### src/rtl/hdmi_pkg.sv
`default_nettype none
// ============================================================================
// Module      : hdmi_pkg
// Description : Shared encodings for the HDMI packet scheduler: period types,
//               control codes, phase lengths and scheduler states.
// Revision    : 1.0 - initial release
// ============================================================================
package hdmi_pkg;

  // Period type driven towards the TMDS encoder
  typedef enum logic [1:0] {
    GUARD       = 2'b00,
    CTL_PERIOD  = 2'b01,
    DATA_ISLAND = 2'b10,
    VIDEO_DATA  = 2'b11
  } period_t;

  // Control-period codes: plain blanking and data-island preamble
  localparam logic [3:0] CTL_IDLE     = 4'h1;
  localparam logic [3:0] CTL_PREAMBLE = 4'h5;

  // Phase lengths in pixel clocks
  localparam int PREAMBLE_LEN = 8;
  localparam int GUARD_LEN    = 2;
  localparam int PKT_LEN      = 32;

  // Island start offset after the active width, and the fit margins:
  // packet k fits when width + FIT_HEAD + 32k <= raw - FIT_TAIL
  localparam int START_OFS = 3;
  localparam int FIT_HEAD  = 47;
  localparam int FIT_TAIL  = 14;

  typedef enum logic [2:0] {
    S_IDLE     = 3'd0,
    S_PREAMBLE = 3'd1,
    S_LGUARD   = 3'd2,
    S_DATA     = 3'd3,
    S_TGUARD   = 3'd4
  } state_t;

endpackage
`default_nettype wire

### src/rtl/pkt_arbiter.sv
`default_nettype none
// ============================================================================
// Module      : pkt_arbiter
// Description : Combinational request-to-one-hot arbiter. Build macro
//               PKT_SCHED_ROUNDROBIN_EN selects round-robin with a registered
//               pointer; otherwise fixed priority (lowest index wins).
// Revision    : 1.0 - initial release
// ============================================================================
module pkt_arbiter #(
  parameter int NREQ = 2
) (
`ifdef PKT_SCHED_ROUNDROBIN_EN
  input  logic            clk,
  input  logic            rst_n,
  input  logic            advance,
`endif
  input  logic [NREQ-1:0] req,
  output logic [NREQ-1:0] grant
);

`ifdef PKT_SCHED_ROUNDROBIN_EN
  localparam int PW = (NREQ > 1) ? $clog2(NREQ) : 1;

  logic [PW-1:0] ptr;
  logic [PW-1:0] win_idx;
  logic          found;
  int            best;
  int            win;
  int            dist;

  // Pick the requester closest to the pointer, searching upward with wrap
  always_comb begin
    grant   = '0;
    found   = 1'b0;
    best    = NREQ;
    win     = 0;
    dist    = 0;
    for (int i = 0; i < NREQ; i++) begin
      dist = i - int'(ptr);
      if (dist < 0) dist = dist + NREQ;
      if (req[i] && (dist < best)) begin
        best = dist;
        win  = i;
      end
    end
    found = (best < NREQ);
    for (int i = 0; i < NREQ; i++) begin
      grant[i] = found && (i == win);
    end
    win_idx = PW'(win);
  end

  // Pointer moves to one past the winner whenever a grant is taken
  always_ff @(posedge clk or negedge rst_n) begin
    if (!rst_n) begin
      ptr <= '0;
    end else if (advance && found) begin
      ptr <= (win_idx == PW'(NREQ - 1)) ? '0 : win_idx + PW'(1);
    end
  end
`else
  logic found;

  // Lowest-index requester wins
  always_comb begin
    grant = '0;
    found = 1'b0;
    for (int i = 0; i < NREQ; i++) begin
      if (!found && req[i]) begin
        grant[i] = 1'b1;
        found    = 1'b1;
      end
    end
  end
`endif

endmodule
`default_nettype wire

### src/rtl/hdmi_pkt_sched.sv
`default_nettype none
// ============================================================================
// Module      : hdmi_pkt_sched
// Description : Schedules one data island per line in horizontal blanking:
//               preamble, leading guard, up to MAXPKT 32-cycle packets and a
//               trailing guard. All outputs are registered. Build macro
//               PKT_SCHED_ROUNDROBIN_EN selects round-robin arbitration.
// Revision    : 1.0 - initial release
// ============================================================================
module hdmi_pkt_sched
  import hdmi_pkg::*;
#(
  parameter int HW     = 12,
  parameter int NREQ   = 2,
  parameter int MAXPKT = 2
) (
  input  logic            i_pixclk,
  input  logic            i_reset_n,
  input  logic [HW-1:0]   i_hpos,
  input  logic [HW-1:0]   i_hm_width,
  input  logic [HW-1:0]   i_hm_raw,
  input  logic [NREQ-1:0] i_req,
  output logic [NREQ-1:0] o_grant,
  output logic [4:0]      o_pkt_idx,
  output logic [1:0]      o_type,
  output logic [3:0]      o_ctl,
  output logic            o_active
);

  localparam int KW = $clog2(MAXPKT + 1);

  state_t          state, state_nx;
  logic [4:0]      cnt, cnt_nx;
  logic [KW-1:0]   pkt, pkt_nx;
  logic [NREQ-1:0] arb_grant, grant_nx;
  logic [1:0]      type_nx;
  logic [3:0]      ctl_nx;
  logic [4:0]      idx_nx;
  logic            at_start;
  logic            first_fits;
  logic            more_ok;

  // Packet k fits when the whole packet plus trailing margin ends before raw;
  // evaluated in 32 bits so neither side can wrap.
  function automatic logic fits(input logic [HW-1:0] w, input logic [HW-1:0] r,
                                input int k);
    logic [31:0] need;
    need = 32'(w) + 32'(FIT_HEAD + FIT_TAIL) + 32'(k) * 32'(PKT_LEN);
    return need <= 32'(r);
  endfunction

  assign at_start   = ({1'b0, i_hpos} == ({1'b0, i_hm_width} + (HW+1)'(START_OFS)));
  assign first_fits = fits(i_hm_width, i_hm_raw, 0);
  assign more_ok    = ((int'(pkt) + 1) < MAXPKT) && fits(i_hm_width, i_hm_raw, int'(pkt) + 1);

`ifdef PKT_SCHED_ROUNDROBIN_EN
  logic arb_take;
  assign arb_take = (|i_req) &&
                    (((state == S_LGUARD) && (cnt == 5'(GUARD_LEN - 1))) ||
                     ((state == S_DATA) && (cnt == 5'(PKT_LEN - 1)) && more_ok));

  pkt_arbiter #(.NREQ(NREQ)) u_arb (
    .clk     (i_pixclk),
    .rst_n   (i_reset_n),
    .advance (arb_take),
    .req     (i_req),
    .grant   (arb_grant)
  );
`else
  pkt_arbiter #(.NREQ(NREQ)) u_arb (
    .req     (i_req),
    .grant   (arb_grant)
  );
`endif

  // Next state, phase counter, packet count and grant
  always_comb begin
    state_nx = state;
    cnt_nx   = cnt + 5'd1;
    pkt_nx   = pkt;
    grant_nx = o_grant;
    case (state)
      S_IDLE: begin
        cnt_nx   = '0;
        pkt_nx   = '0;
        grant_nx = '0;
        if (at_start && (|i_req) && first_fits) state_nx = S_PREAMBLE;
      end
      S_PREAMBLE: begin
        if (cnt == 5'(PREAMBLE_LEN - 1)) begin
          state_nx = S_LGUARD;
          cnt_nx   = '0;
        end
      end
      S_LGUARD: begin
        if (cnt == 5'(GUARD_LEN - 1)) begin
          cnt_nx = '0;
          if (|i_req) begin
            state_nx = S_DATA;
            grant_nx = arb_grant;
            pkt_nx   = '0;
          end else begin
            state_nx = S_TGUARD;
          end
        end
      end
      S_DATA: begin
        if (cnt == 5'(PKT_LEN - 1)) begin
          cnt_nx = '0;
          if ((|i_req) && more_ok) begin
            grant_nx = arb_grant;
            pkt_nx   = pkt + KW'(1);
          end else begin
            state_nx = S_TGUARD;
            grant_nx = '0;
          end
        end
      end
      S_TGUARD: begin
        if (cnt == 5'(GUARD_LEN - 1)) begin
          state_nx = S_IDLE;
          cnt_nx   = '0;
          grant_nx = '0;
        end
      end
      default: begin
        state_nx = S_IDLE;
        cnt_nx   = '0;
        pkt_nx   = '0;
        grant_nx = '0;
      end
    endcase
  end

  // Output values for the upcoming cycle, decoded from the next state
  always_comb begin
    type_nx = CTL_PERIOD;
    ctl_nx  = CTL_IDLE;
    idx_nx  = '0;
    case (state_nx)
      S_PREAMBLE: ctl_nx = CTL_PREAMBLE;
      S_LGUARD:   type_nx = GUARD;
      S_TGUARD:   type_nx = GUARD;
      S_DATA: begin
        type_nx = DATA_ISLAND;
        idx_nx  = cnt_nx;
      end
      default: begin
        type_nx = CTL_PERIOD;
        ctl_nx  = CTL_IDLE;
      end
    endcase
  end

  // State and registered outputs; reset drops any island with no guard
  always_ff @(posedge i_pixclk or negedge i_reset_n) begin
    if (!i_reset_n) begin
      state     <= S_IDLE;
      cnt       <= '0;
      pkt       <= '0;
      o_grant   <= '0;
      o_pkt_idx <= '0;
      o_type    <= CTL_PERIOD;
      o_ctl     <= CTL_IDLE;
      o_active  <= 1'b0;
    end else begin
      state     <= state_nx;
      cnt       <= cnt_nx;
      pkt       <= pkt_nx;
      o_grant   <= grant_nx;
      o_pkt_idx <= idx_nx;
      o_type    <= type_nx;
      o_ctl     <= ctl_nx;
      o_active  <= (state_nx != S_IDLE);
    end
  end

endmodule
`default_nettype wire

### config.mk
export PLATFORM = sky130hd
export DESIGN_NAME = hdmi_pkt_sched
export DESIGN_NICKNAME = d
export VERILOG_FILES = /design/src/rtl/hdmi_pkg.sv /design/src/rtl/pkt_arbiter.sv /design/src/rtl/hdmi_pkt_sched.sv
export SDC_FILE = /design/constraint.sdc
export NUM_CORES = 1
export LEC_CHECK = 0
export CELL_PAD_IN_SITES_DETAIL_PLACEMENT = 0
export CELL_PAD_IN_SITES_GLOBAL_PLACEMENT = 1
export CORE_ASPECT_RATIO = 1.25
export CORE_MARGIN = 2
export CORE_UTILIZATION = 52
export DETAILED_ROUTE_END_ITERATION = 12
export DONT_BUFFER_PORTS = 1
export PLACE_DENSITY = 0.89
export SYNTH_ARGS = -nofsm -noshare
export SYNTH_HDL_FRONTEND = slang
export SYNTH_SLANG_ARGS = --single-unit
### constraint.sdc
create_clock -name i_pixclk -period 6.2 [get_ports i_pixclk]
set_input_delay 1.24 -clock i_pixclk [delete_from_list [all_inputs] [get_ports i_pixclk]]
set_output_delay 1.24 -clock i_pixclk [all_outputs]
set_load 0.03 [all_outputs]
---- Yosys cells after proc, flatten, opt, wreduce, memory -nomap -nowiden ----
Index checks and enable logic that the tools add are counted.
storage, ports and cells
  flip-flop bits (word level) ............. 24
  input port bits ......................... 40
  logic and storage cells ................. 78
operators by class
  add/subtract/negate cells ............... 6
  $lt $le $gt $ge ......................... 3
  equal/unequal tests ..................... 17
  muxes and demuxes ....................... 28
  bitwise logic cells ..................... 2
  reductions and logical operators ........ 14
operators by type and width
  kind                                                         number
  less-or-equal comparator 32 x 12 -> 1 bit                    1
  less-than comparator 32 x 3 -> 1 bit, second input constant  1
  two-way mux 3 bit                                            8
  two-way mux 5 bit                                            4
  two-way mux 2 bit                                            9
  one-hot mux 3 bit (5 select lines)                           1
  one-hot mux 5 bit (3 select lines)                           1
  adder 13 x 8 -> 14 bit                                       1
  less-or-equal comparator 14 x 12 -> 1 bit                    1
  adder 12 x 2 -> 13 bit, second input constant                1
  adder 12 x 6 -> 13 bit, second input constant                1
  == test 12 x 13 -> 1 bit                                     1
  == test 3 x 2 -> 1 bit, second input constant                4
  inequality test 2 bit, second input constant                 5
  AND reduction 5 bit                                          2
  one-hot mux 2 bit (4 select lines)                           1
  OR reduction 2 bit                                           4
  == test 3 x 1 -> 1 bit, second input constant                2
  == test 3 bit, second input constant                         2
  one-hot mux 2 bit (3 select lines)                           1
  adder 5 x 1 -> 5 bit, second input constant                  1
  == test 5 x 1 -> 1 bit, second input constant                1
  == test 5 x 3 -> 1 bit, second input constant                1
  == test 5 bit, second input constant                         1
  9 further kinds                                              15

---- Logic depth before layout (Yosys ltp) ----
Gate-level depths: netlist (run 1).
  word-level depth ........................ 11
  mapped depth ............................ 19
  gate-level depth less buffers ........... 18

---- By module ----
Synthesis (run 1) repeated with hierarchy kept, for this count alone.
second synthesis, totals
  cells, all modules ...................... 316
  area, all modules ....................... 2,522.4 µm²
modules (own cells, without submodules)
  module          instances  cells each  area each (µm²)  seq. area each (µm²)
  hdmi_pkt_sched  1          314         2,501.1          526.8
  pkt_arbiter     1          2           21.3             0.0

---- Least setup slack after synthesis (run 1) ----
OpenSTA, ideal clock, no wires.
  path type ............................... input to register
  start ................................... input port i_hm_width[3]
  end ..................................... register pkt[0]
  library setup time ...................... 0.125 ns
  arrival time ............................ 4.661 ns
  required time ........................... 6.075 ns
  slack ................................... 1.414 ns
  cell stages on the path ................. 18
  cell sequence ........................... buf_4 nor3_4 nand2_1 xor2_1 inv_1 fa_1 nor2b_1 o21ai_0 nor2_1 nand2_1 xnor2_1 ha_1 a211oi_1 o21ai_0 o311ai_4 nand4_4 a31o_1 mux2_2
between the ends
  cells in the longest elaborated chain, start to end .. 7
ends and longest elaborated chain
  what                                       line                   RTL
  start, declared                            hdmi_pkt_sched.sv:20   input logic [HW-1:0] i_hm_width,
  adder 12 x 6 -> 13 bit                     hdmi_pkt_sched.sv:48   need = 32'(w) + 32'(FIT_HEAD + FIT_TAIL) + 32'(k) * 32'(PKT_LEN);
  adder 13 x 8 -> 14 bit                     hdmi_pkt_sched.sv:48
  less-or-equal comparator 14 x 12 -> 1 bit  hdmi_pkt_sched.sv:49   return need <= 32'(r);
  logical AND 1 bit                          hdmi_pkt_sched.sv:54   assign more_ok = ((int'(pkt) + 1) < MAXPKT) && fits(i_hm_width, i_hm_raw, int'(pkt) + 1);
  logical AND 1 bit                          hdmi_pkt_sched.sv:110  if ((|i_req) && more_ok) begin
  inequality test 2 bit (no source line)     -
  AND reduction 5 bit (no source line)       -
  end signal, assigned                       hdmi_pkt_sched.sv:169  pkt <= pkt_nx;
  end, declared                              hdmi_pkt_sched.sv:34   logic [KW-1:0] pkt, pkt_nx;
No other way between the ends.
A chain may end at the register's enable or synchronous reset.

---- Worst setup path after layout (run 1) ----
  start ................................... input port i_hm_width[0]
  end ..................................... register pkt[0]
The elaborated chain is that of the path after synthesis.

==> results.py, run 1 <==
metrics = {
    "outcome": {
        "status": "finished, final reports clean",
    },
    "worst_setup_path": {
        "end_kind": "register",
        "critPathArrivalTime_ns": 4.88,
        "critPathMaxStageDelay_ns": 0.44,
        "r2r_cells": 16,
        "worstPathCellList": "ha_1 -> nor2_2 -> nand2_1 -> xor2_1 -> inv_1 -> fa_1 -> nor2b_1 -> o21ai_0 -> nor2_1 -> nand2_1 -> xnor2_1 -> ha_1 -> a211oi_1 -> o21ai_0 -> o311ai_4 -> nand4_4 -> a31o_1 -> mux2_2",
        "timing.rr.start": "pkt[0]",
        "crit_path_start_kind": "primary input",
        "crit_slowest_cell": "fa_1",
        "r2r_slack_ns": 2.44,
        "cp.required_ns": 6.36,
        "cp_max_fo": 9,
        "crit_type": "in2reg",
        "reg2reg_to": "pkt[0]",
    },
    "global_routing": {
        "grt_max_degree": 22,
        "antenna_found_initial": 0,
        "grt_pass1_vias": 2032,
        "grt_use_total": 0.208,
        "grt_pass1_wl_um": 8910,
        "overflow": 0,
    },
    "logic_synthesis": {
        "ys_types": 72,
        "async_reset_ff_frac": 1.00,
        "synthSimpleGateAreaFrac": 0.227,
        "synth_area_leaders": "dfrtp_1, ha_1, xnor2_1",
        "netlist_area_um2": 2530,
        "ys.flop_type": "dfrtp_1",
        "synth-adder-area-share": 0.151,
        "syn_inst": 299,
        "synth-seq-cells": 21,
        "synth_edf_count": 0,
        "yosys_warnings": 0,
        "syn_avg_cell_area_um2": 8.46,
        "synth_xor_area_frac": 0.113,
        "synthMuxAreaShare": 0.0129,
        "synth.largest_area_cell": "dfrtp_1",
        "ys_seq_area_frac": 0.208,
        "synth-compound-area-share": 0.205,
        "yosysTopAreaCellShare": 0.198,
        "synth_top_family_by_area": "simple AND/OR/NAND/NOR gates",
    },
    "drt": {
        "drc": 0,
        "ant_nets": 0,
        "via_per_inst": 5.83,
        "dr.pass1.iters": 8,
        "first_iter_violations": 191,
        "dr_total_vias": 2053,
        "routed_wl_um": 5470,
        "wire_per_inst_um": 15.6,
    },
    "layout": {
        "drive_above_1_share": 0.103,
        "area_delta_synth_final_pct": 1.68,
        "final_common_cell": "inv_1",
        "antenna_cells": 0,
        "nets": 363,
        "layout_common_cells": "inv_1, ha_1, nand2_1",
    },
    "pwr": {
        "p_per_area_nw_per_um2": 277,
        "power_leakage_uw": 0.00115,
        "peakVddDrop_mv": 0.102,
    },
    "placed_design": {
        "gp_congestion": 0.870,
        "hpwl_um": 4570,
        "portBuffers": 0,
    },
    "timing": {
        "skew_ns": 0.00874,
        "max_slew_margin": 0.562,
        "hold_violations": 0,
        "holdWs_ns": 0.540,
        "finalCriticalPeriod_ns": 4.72,
        "worst_slew_pin_slew_ns": 0.649,
        "min_period_over_period": 0.761,
        "report.final.slew_viol_count": 0,
        "fmax_mhz": 212,
        "setup_viol": 0,
        "rsz0062_at_grt": "false",
        "fin_setup_tns_ns": 0,
    },
    "hold_path": {
        "worstHoldStart": "cnt[0]",
        "hold_depth": 1,
        "worstHoldPathType": "reg2reg",
        "whs_endpoint": "o_pkt_idx[0]",
    },
    "clock_tree": {
        "clockBufferDepth": 2,
        "cts-root-buf": "clkbuf_8",
        "path_clk_slew_ns": 0.08,
        "cts_setup_buffers": 0,
        "cts_resized": 0,
        "clk_latency_ns": 0.27,
        "cts_hold_buf": 0,
        "numCtsBuffers": 3,
        "cts_tree": "built",
        "cts_max_level": 1,
        "clock_sinks": 21,
    },
    "floorplan": {
        "coreArea_um2": 4690,
        "die_h_um": 82.0,
        "initial_core_util": 0.539,
        "rows": 28,
        "die_w_um": 66.4,
        "io_pins": 54,
        "die_area_um2": 5440,
    },
    "flow_run": {
        "drv_cap": 0,
    },
}
-- sequential cells by signal, indices dropped and copies added, names as in the netlist --
name,flops
o_grant,2
cnt,5
pkt,2
state,3
o_ctl,1
o_active,1
o_pkt_idx,5
o_type,2
-- through the flow --
| step | cells | worst slack, ns | instance area [µm²] | power [µW] | utilization |
|---|---|---|---|---|---|
| 6_report | 352 | 1.48 | 2570 | 714 | 0.548 |
| 5_1_grt | 352 | 1.13 | 2570 | 772 | 0.548 |
| 4_1_cts | 352 | 1.46 | 2570 | 714 | 0.548 |
| 3_5_place_dp | 348 | 1.18 | 2530 | 624 | 0.538 |
| 3_3_place_gp | 348 | 1.28 | 2530 | 614 | 0.538 |
| 2_1_floorplan | 300 | 1.41 | 2530 | 556 | - |
-- cell type report --
| class | instances | area [µm²] |
|---|---|---|
| flip-flops and latches | 21 | 527 |
| well taps | 60 | 75.1 |
| clock buffers | 3 | 41.3 |
| inverters | 31 | 116 |
| multi-input cells | 236 | 1810 |
| fillers | 478 | 2120 |
| clock inverters | 1 | 5.00 |
-- synth_stat cells (all sizes together), types with 7 or more instances --
master,instances
nand2,25
nor2,21
nand3,7
buf,9
ha,29
nand2b,7
a21oi,20
nand4,8
nor2b,8
xnor2,21
inv,31
o21ai,14
dfrtp,20
xor2,10
nor3,7
-- per-layer routing --
metal  track usage  vias to the layer above  wire length (µm)
li1              -                     1033                 -
met3        0.0260                       10               213
met5             0                        -                 0
met4        0.0673                        0               109
met1         0.244                      947              2270
met2         0.388                       63              2880
-- kinds of logic after synthesis --
group / after synthesis
AND/OR/NAND/NOR: 100
other: 2
AO/OA/AOI/OAI: 69
XOR/XNOR: 31
multiplexers: 3
adder cells (fa/ha/maj): 30
flip-flops: 21
buffers and inverters: 43
-- power by group --
group	internal (µW)	total (µW)	switching (µW)	leakage, µW
clock network	44.9	91.1	46.2	0.0000255
logic	153	352	199	0.000848
registers	180	271	90.5	0.000272
total	378	714	335	0.00115
-- worst max-delay path by stage --
stage | slack [ns] | from | to | cells after the start
floorplan | 1.41 | i_hm_width[3] | pkt[0] | 18
global placement | 1.28 | i_hm_width[0] | pkt[0] | 18
detailed placement | 1.18 | i_hm_width[0] | pkt[0] | 18
CTS | 1.46 | i_hm_width[0] | o_grant[0] | 18
global route | 1.13 | i_hm_width[0] | o_grant[0] | 18
finish | 1.48 | i_hm_width[0] | pkt[0] | 18
-- worst max-delay path, delay by kind of cell --
kind | cells | cell delay (ns)
multiplexers | 1 | 0.25
XOR/XNOR | 2 | 0.37
AO/OA/AOI/OAI | 5 | 1.12
adder cells (fa/ha/maj) | 3 | 0.98
AND/OR/NAND/NOR | 6 | 0.82
buffers and inverters | 1 | 0.09
No activity file was read; power rests on OpenSTA's default activity.
==> inputs of run 2 (changes only) <==
--- a/config.mk
+++ b/config.mk
@@ -5,14 +5,15 @@
 export SDC_FILE = /design/constraint.sdc
 export NUM_CORES = 1
 export LEC_CHECK = 0
+export ABC_AREA = 1
 export CELL_PAD_IN_SITES_DETAIL_PLACEMENT = 0
 export CELL_PAD_IN_SITES_GLOBAL_PLACEMENT = 1
 export CORE_ASPECT_RATIO = 1.25
 export CORE_MARGIN = 2
-export CORE_UTILIZATION = 52
+export CORE_UTILIZATION = 41
 export DETAILED_ROUTE_END_ITERATION = 12
 export DONT_BUFFER_PORTS = 1
-export PLACE_DENSITY = 0.89
+export PLACE_DENSITY = 0.8
 export SYNTH_ARGS = -nofsm -noshare
 export SYNTH_HDL_FRONTEND = slang
 export SYNTH_SLANG_ARGS = --single-unit
==> constraint.sdc (replaced) <==
create_clock -name i_pixclk -period 3.8 [get_ports i_pixclk]
set_input_delay 0.76 -clock i_pixclk [delete_from_list [all_inputs] [get_ports i_pixclk]]
set_output_delay 0.76 -clock i_pixclk [all_outputs]
set_load 0.03 [all_outputs]
==> run 2 against run 1 <==
Against the previous run:
- clock power grew 51%
- cell count increased by 41%
- non-clock buffer count increased by 5
- worst hold slack got worse by 0.35 ns
- wire length decreased by 0.75%
- register-to-register slack worse by 1.8 ns
- count of clock-buffer cells in the layout grew 1
- highest routed layer unchanged
==> results.py, run 2 <==
metrics = {
    "outcome": {
        "status": "finished, final reports clean",
    },
    "drt": {
        "drc": 0,
        "dr.pass1.iters": 4,
        "first_iter_violations": 55,
        "routed_wl_um": 5430,
        "dr_wl_met3_um": 208,
        "via_per_inst": 4.72,
        "wire_per_inst_um": 11.0,
        "wl_met2_um": 2970,
        "top_layer": "met4",
        "dr_total_vias": 2338,
        "met1Wirelength_um": 2160,
        "ant_nets": 0,
    },
    "layout": {
        "reg_top3": "cnt (5), o_pkt_idx (5), state (3)",
        "finalNonFillerCells": 495,
        "final_core_util": 0.446,
        "fill_cells": 693,
        "final_common_cell": "nand2_1",
        "nets": 481,
        "layout_common_cells": "nand2_1, inv_1, nor2_1",
        "drive_above_1_share": 0.105,
        "antenna_cells": 0,
        "area_delta_synth_final_pct": 5.32,
    },
    "global_routing": {
        "grt_pass1_wl_um": 9240,
        "grt_pass1_vias": 2235,
        "antenna_found_initial": 0,
        "grt_max_degree": 22,
        "grt_use_total": 0.165,
        "overflow": 0,
    },
    "clock_tree": {
        "cts_tree": "built",
        "cts_max_level": 1,
        "cts_setup_buffers": 0,
        "clk_latency_ns": 0.25,
        "clock_sinks": 21,
        "clockBufferDepth": 2,
        "path_clk_slew_ns": 0.07,
        "cts_hold_buf": 0,
        "numCtsBuffers": 3,
        "cts_resized": 0,
        "cts-root-buf": "clkbuf_8",
    },
    "logic_synthesis": {
        "syn_inst": 407,
        "ys_seq_area_frac": 0.202,
        "async_reset_ff_frac": 1.00,
        "ys.flop_type": "dfrtp_1",
        "yosys_warnings": 0,
        "synth_edf_count": 0,
        "synth_area_leaders": "dfrtp_1, nand2_1, ha_1",
        "syn_avg_cell_area_um2": 6.41,
        "synth.largest_area_cell": "dfrtp_1",
        "netlist_area_um2": 2610,
        "yosysTopAreaCellShare": 0.192,
        "yosysMostFrequentCell": "nand2_1",
        "ys_types": 37,
        "ys_top_cells_by_count": "nand2_1, inv_1, nor2_1",
        "synth-seq-cells": 21,
    },
    "worst_setup_path": {
        "cp.required_ns": 3.94,
        "crit_path_start_kind": "primary input",
        "crit_family": "simple AND/OR/NAND/NOR gates",
        "crit_top_cell": "nand2_1",
        "crit_slowest_cell": "ha_1",
        "cp_max_fo": 4,
        "critPathMaxStageDelay_ns": 0.33,
        "r2r_cells": 18,
        "crit_start": "i_hm_width[1]",
        "end_kind": "register",
        "critPathArrivalTime_ns": 3.57,
        "reg2reg_to": "o_pkt_idx[4]",
        "timing.rr.start": "pkt[0]",
        "r2r_slack_ns": 0.69,
        "cp_num_buf_inv": 4,
        "crit_type": "in2reg",
    },
    "hold_path": {
        "worstHoldPathType": "in2async",
    },
    "placed_design": {
        "portBuffers": 0,
        "placedCellCount": 491,
        "hpwl_um": 4860,
        "gp_congestion": 0.815,
    },
    "timing": {
        "setup_viol": 0,
        "min_period_over_period": 0.902,
        "fin_setup_tns_ns": 0,
        "finalCriticalPeriod_ns": 3.43,
        "hold_violations": 0,
        "fmax_mhz": 292,
        "skew_ns": 0.00190,
        "report.final.slew_viol_count": 0,
        "rsz0062_at_grt": "false",
    },
    "pwr": {
        "power_leakage_uw": 0.00154,
        "p_total_uw": 1260,
        "p_per_area_nw_per_um2": 458,
        "peakVddDrop_mv": 0.204,
    },
    "floorplan": {
        "coreArea_um2": 6170,
        "rows": 32,
        "die_h_um": 93.2,
        "io_pins": 54,
        "initial_core_util": 0.423,
        "die_w_um": 75.3,
        "die_area_um2": 7020,
    },
    "flow_run": {
        "drv_cap": 0,
    },
}
[run 2: layout make-up]
class,instances,area (µm²),area share
Clock buffer,4,45.0,0.0164
Inverter,83,312,0.113
Multi-Input combinational cell,297,1720,0.626
Sequential cell,21,527,0.192
Tap cell,85,106,0.0387
Timing Repair Buffer,5,37.5,0.0137
[run 2: worst max-delay path by stage]
stage	end	slack (ns)	depth (start not counted)
after global routing	o_active	0.02	25
after floorplan	o_active	0.12	24
after global placement	o_active	0.02	25
after detailed placement	o_active	0.007	25
after CTS	o_active	0.28	25
final	o_active	0.37	25
[run 2: kinds of logic after synthesis]
| group | count (synthesis) | synth area share |
|---|---|---|
| AO/OA/AOI/OAI | 26 | 0.0600 |
| XOR/XNOR | 16 | 0.0537 |
| adder cells (fa/ha/maj) | 30 | 0.147 |
| buffers and inverters | 90 | 0.142 |
| flip-flops | 21 | 0.202 |
| other | 2 | 0.00288 |
| AND/OR/NAND/NOR | 222 | 0.392 |
[run 2: per-stage QoR]
stage | worst slack (ns) | hold WS (ns) | area (µm²)
after detailed placement | 0.00744 | 0.465 | 2700
after global routing | 0.0185 | 0.171 | 2750
after CTS | 0.277 | 0.184 | 2740
final | 0.374 | 0.192 | 2750
after floorplan | 0.123 | 0.464 | 2610
after global placement | 0.0181 | 0.465 | 2700
[run 2: report_power, final]
group	internal [µW]	leakage (µW)	switching [µW]
clock	74.5	0.0000228	63.5
sequential	301	0.000271	125
combinational	262	0.00124	431
[run 2: metal layers]
metal  global-route usage  vias to the layer above
met1                0.187                     1029
met2                0.311                       50
met5                    0                        -
li1                     -                     1252
met4               0.0541                        0
met3               0.0162                        7
==> inputs of run 3 (changes only) <==
==> config.mk (replaced) <==
export PLATFORM = sky130hd
export DESIGN_NAME = hdmi_pkt_sched
export DESIGN_NICKNAME = d
export VERILOG_FILES = /design/src/rtl/hdmi_pkg.sv /design/src/rtl/pkt_arbiter.sv /design/src/rtl/hdmi_pkt_sched.sv
export SDC_FILE = /design/constraint.sdc
export NUM_CORES = 1
export LEC_CHECK = 0
export CELL_PAD_IN_SITES_DETAIL_PLACEMENT = 1
export CELL_PAD_IN_SITES_GLOBAL_PLACEMENT = 2
export CORE_ASPECT_RATIO = 1.25
export CORE_MARGIN = 2
export CORE_UTILIZATION = 34
export DETAILED_ROUTE_END_ITERATION = 12
export DONT_BUFFER_PORTS = 1
export PLACE_DENSITY = 0.78
export SYNTH_ARGS = -nofsm -noshare
export SYNTH_HDL_FRONTEND = slang
export SYNTH_SLANG_ARGS = --single-unit
==> run 3 against run 2 <==
Against the previous run:
- the run now ends with setup timing left
- largest cell class unchanged
- first-iteration DRC count decreased by 15%
- register-to-register slack got worse by 0.61 ns
- via count decreased by 4.6%
- non-clock buffer count increased by 33
- critical endpoint is now o_grant[1]
- critical path type unchanged
- sequential share of layout area is 2.3 points lower
- die area rose by 16%
- count of clock-buffer cells in the layout unchanged
- worst setup slack worse by 0.42 ns
- final area increased by 14%
- clock power rose by 8%
- combinational power is 12% higher
==> results.py, run 3 (same netlist as run 1, synthesis figures left out) <==
metrics = {
    "placed_design": {
        "portBuffers": 0,
        "hpwl_um": 5610,
        "placedCellCount": 399,
        "dpl_cell_area_um2": 2710,
        "place_ws_ns": -0.521,
        "gp_congestion": 0.803,
    },
    "global_routing": {
        "grt_max_degree": 22,
        "overflow": 0,
        "antenna_found_initial": 0,
        "grt_use_total": 0.180,
        "grt_pass1_vias": 2390,
        "grt_pass1_wl_um": 11400,
    },
    "timing": {
        "rsz0062_at_grt": "true",
        "hold_violations": 0,
        "setup_ws_ns": -0.0417,
        "finalCriticalPeriod_ns": 3.84,
        "min_period_over_period": 1.01,
        "skew_ns": 0.00166,
        "worst_slew_pin_slew_ns": 0.491,
        "fmax_mhz": 260,
        "report.final.slew_viol_count": 0,
        "setup_viol": 5,
        "max_slew_margin": 0.669,
    },
    "outcome": {
        "violations": "setup timing",
        "status": "complete, but fails checks",
    },
    "drt": {
        "dr_total_vias": 2231,
        "drc": 0,
        "first_iter_violations": 47,
        "wire_per_inst_um": 17.2,
        "routed_wl_um": 7240,
        "via_per_inst": 5.29,
        "ant_nets": 0,
        "dr.pass1.iters": 4,
    },
    "pwr": {
        "p_switching_uw": 619,
        "p_per_area_nw_per_um2": 438,
        "pwr-share-comb": 0.567,
        "p_sw_frac": 0.453,
        "peakVddDrop_mv": 0.300,
        "power_leakage_uw": 0.00138,
        "p_seq_frac": 0.324,
        "clockPowerShare": 0.109,
        "p_int_uw": 748,
    },
    "clock_tree": {
        "clk_latency_ns": 0.27,
        "clock_sinks": 21,
        "cts_tree": "built",
        "numCtsBuffers": 3,
        "path_clk_slew_ns": 0.07,
        "cts_max_level": 1,
        "cts_hold_buf": 0,
        "clockBufferDepth": 2,
        "cts-root-buf": "clkbuf_8",
    },
    "layout": {
        "nets": 401,
        "finalNonFillerCells": 422,
        "drive_above_1_share": 0.291,
        "layout_common_cells": "buf_4, inv_1, ha_1",
        "reg_top3": "cnt (5), o_pkt_idx (5), state (3)",
        "final_common_cell": "buf_4",
        "area_delta_synth_final_pct": 23.5,
        "antenna_cells": 0,
        "final_area_um2": 3120,
    },
    "worst_setup_path": {
        "critPathArrivalTime_ns": 4.01,
        "timing.rr.start": "pkt[0]",
        "r2r_slack_ns": 0.08,
        "cp_max_fo": 10,
        "reg2reg_to": "o_grant[1]",
        "crit_path_start_kind": "primary input",
        "cp.required_ns": 3.97,
        "r2r_cells": 16,
        "end_kind": "register",
        "crit_type": "in2reg",
    },
    "floorplan": {
        "die_w_um": 81.2,
        "coreArea_um2": 7310,
        "rows": 35,
        "die_h_um": 100,
        "initial_core_util": 0.346,
        "io_pins": 54,
        "die_area_um2": 8150,
    },
    "hold_path": {
        "worstHoldPathType": "in2async",
    },
    "flow_run": {
        "drv_cap": 0,
    },
}
## run 3: per-stage QoR
stage          utilization  setup TNS, ns  hold WS [ns]  power, µW
2_1_floorplan            -          -1.83         0.464        911
3_3_place_gp         0.371          -3.49         0.465       1050
3_5_place_dp         0.371          -4.23         0.465       1070
4_1_cts              0.404         -0.509         0.172       1270
5_1_grt              0.427          -1.45         0.169       1480
6_report             0.427         -0.138         0.179       1370
## run 3: worst max path at each step
stage	from	endpoint	cells past startpoint
finish	i_hm_width[3]	o_grant[1]	17
global route	i_hm_width[3]	o_grant[1]	17
CTS	i_hm_width[4]	o_grant[1]	17
detailed placement	i_hm_width[0]	o_grant[1]	18
global placement	i_hm_width[1]	pkt[0]	16
floorplan	i_hm_width[3]	pkt[0]	19
## run 3: critical path, cell delays in order
cell	delay, ns
nor3_4	0.25
nand2_2	0.13
xor2_4	0.24
inv_2	0.06
fa_2	0.35
nor2b_2	0.13
o21ai_2	0.06
buf_4	0.14
xor2_1	0.13
ha_1	0.31
nand4_1	0.13
nor2_1	0.07
a21boi_2	0.17
o311ai_4	0.35
nand4_4	0.18
a21bo_1	0.23
o41ai_2	0.31
## run 3: what timing repair did
item | in CTS | in global routing
setup endpoints to repair | 9 | 11
setup buffers | 16 | 4
pin swaps | 20 | 24
resized for setup | 12 | 29
cloned | 0 | 0
## run 3: final cells by class
class / instances / area (µm²)
timing repair buffer: 38 / 300
sequential: 21 / 527
tap: 92 / 115
multi-input combinational: 236 / 2020
clock buffer: 4 / 45.0
inverter: 31 / 116
fill: 850 / 4190
## run 3: power groups by stage
stage | clock [µW] | combinational, µW | sequential, µW
2_1_floorplan | 0 | 504 | 407
3_3_place_gp | 0 | 607 | 445
3_5_place_dp | 0 | 620 | 445
4_1_cts | 154 | 674 | 443
5_1_grt | 160 | 864 | 456
6_report | 149 | 775 | 443
## run 3: layer usage
metal | wire length (µm) | global-route usage | up-vias | part of all wire
met3 | 186 | 0.0243 | 7 | 0.026
met2 | 4130 | 0.346 | 31 | 0.57
met5 | 0 | 0 | - | 0
met4 | 112 | 0.0430 | 0 | 0.015
li1 | - | - | 1102 | -
met1 | 2810 | 0.204 | 1091 | 0.39
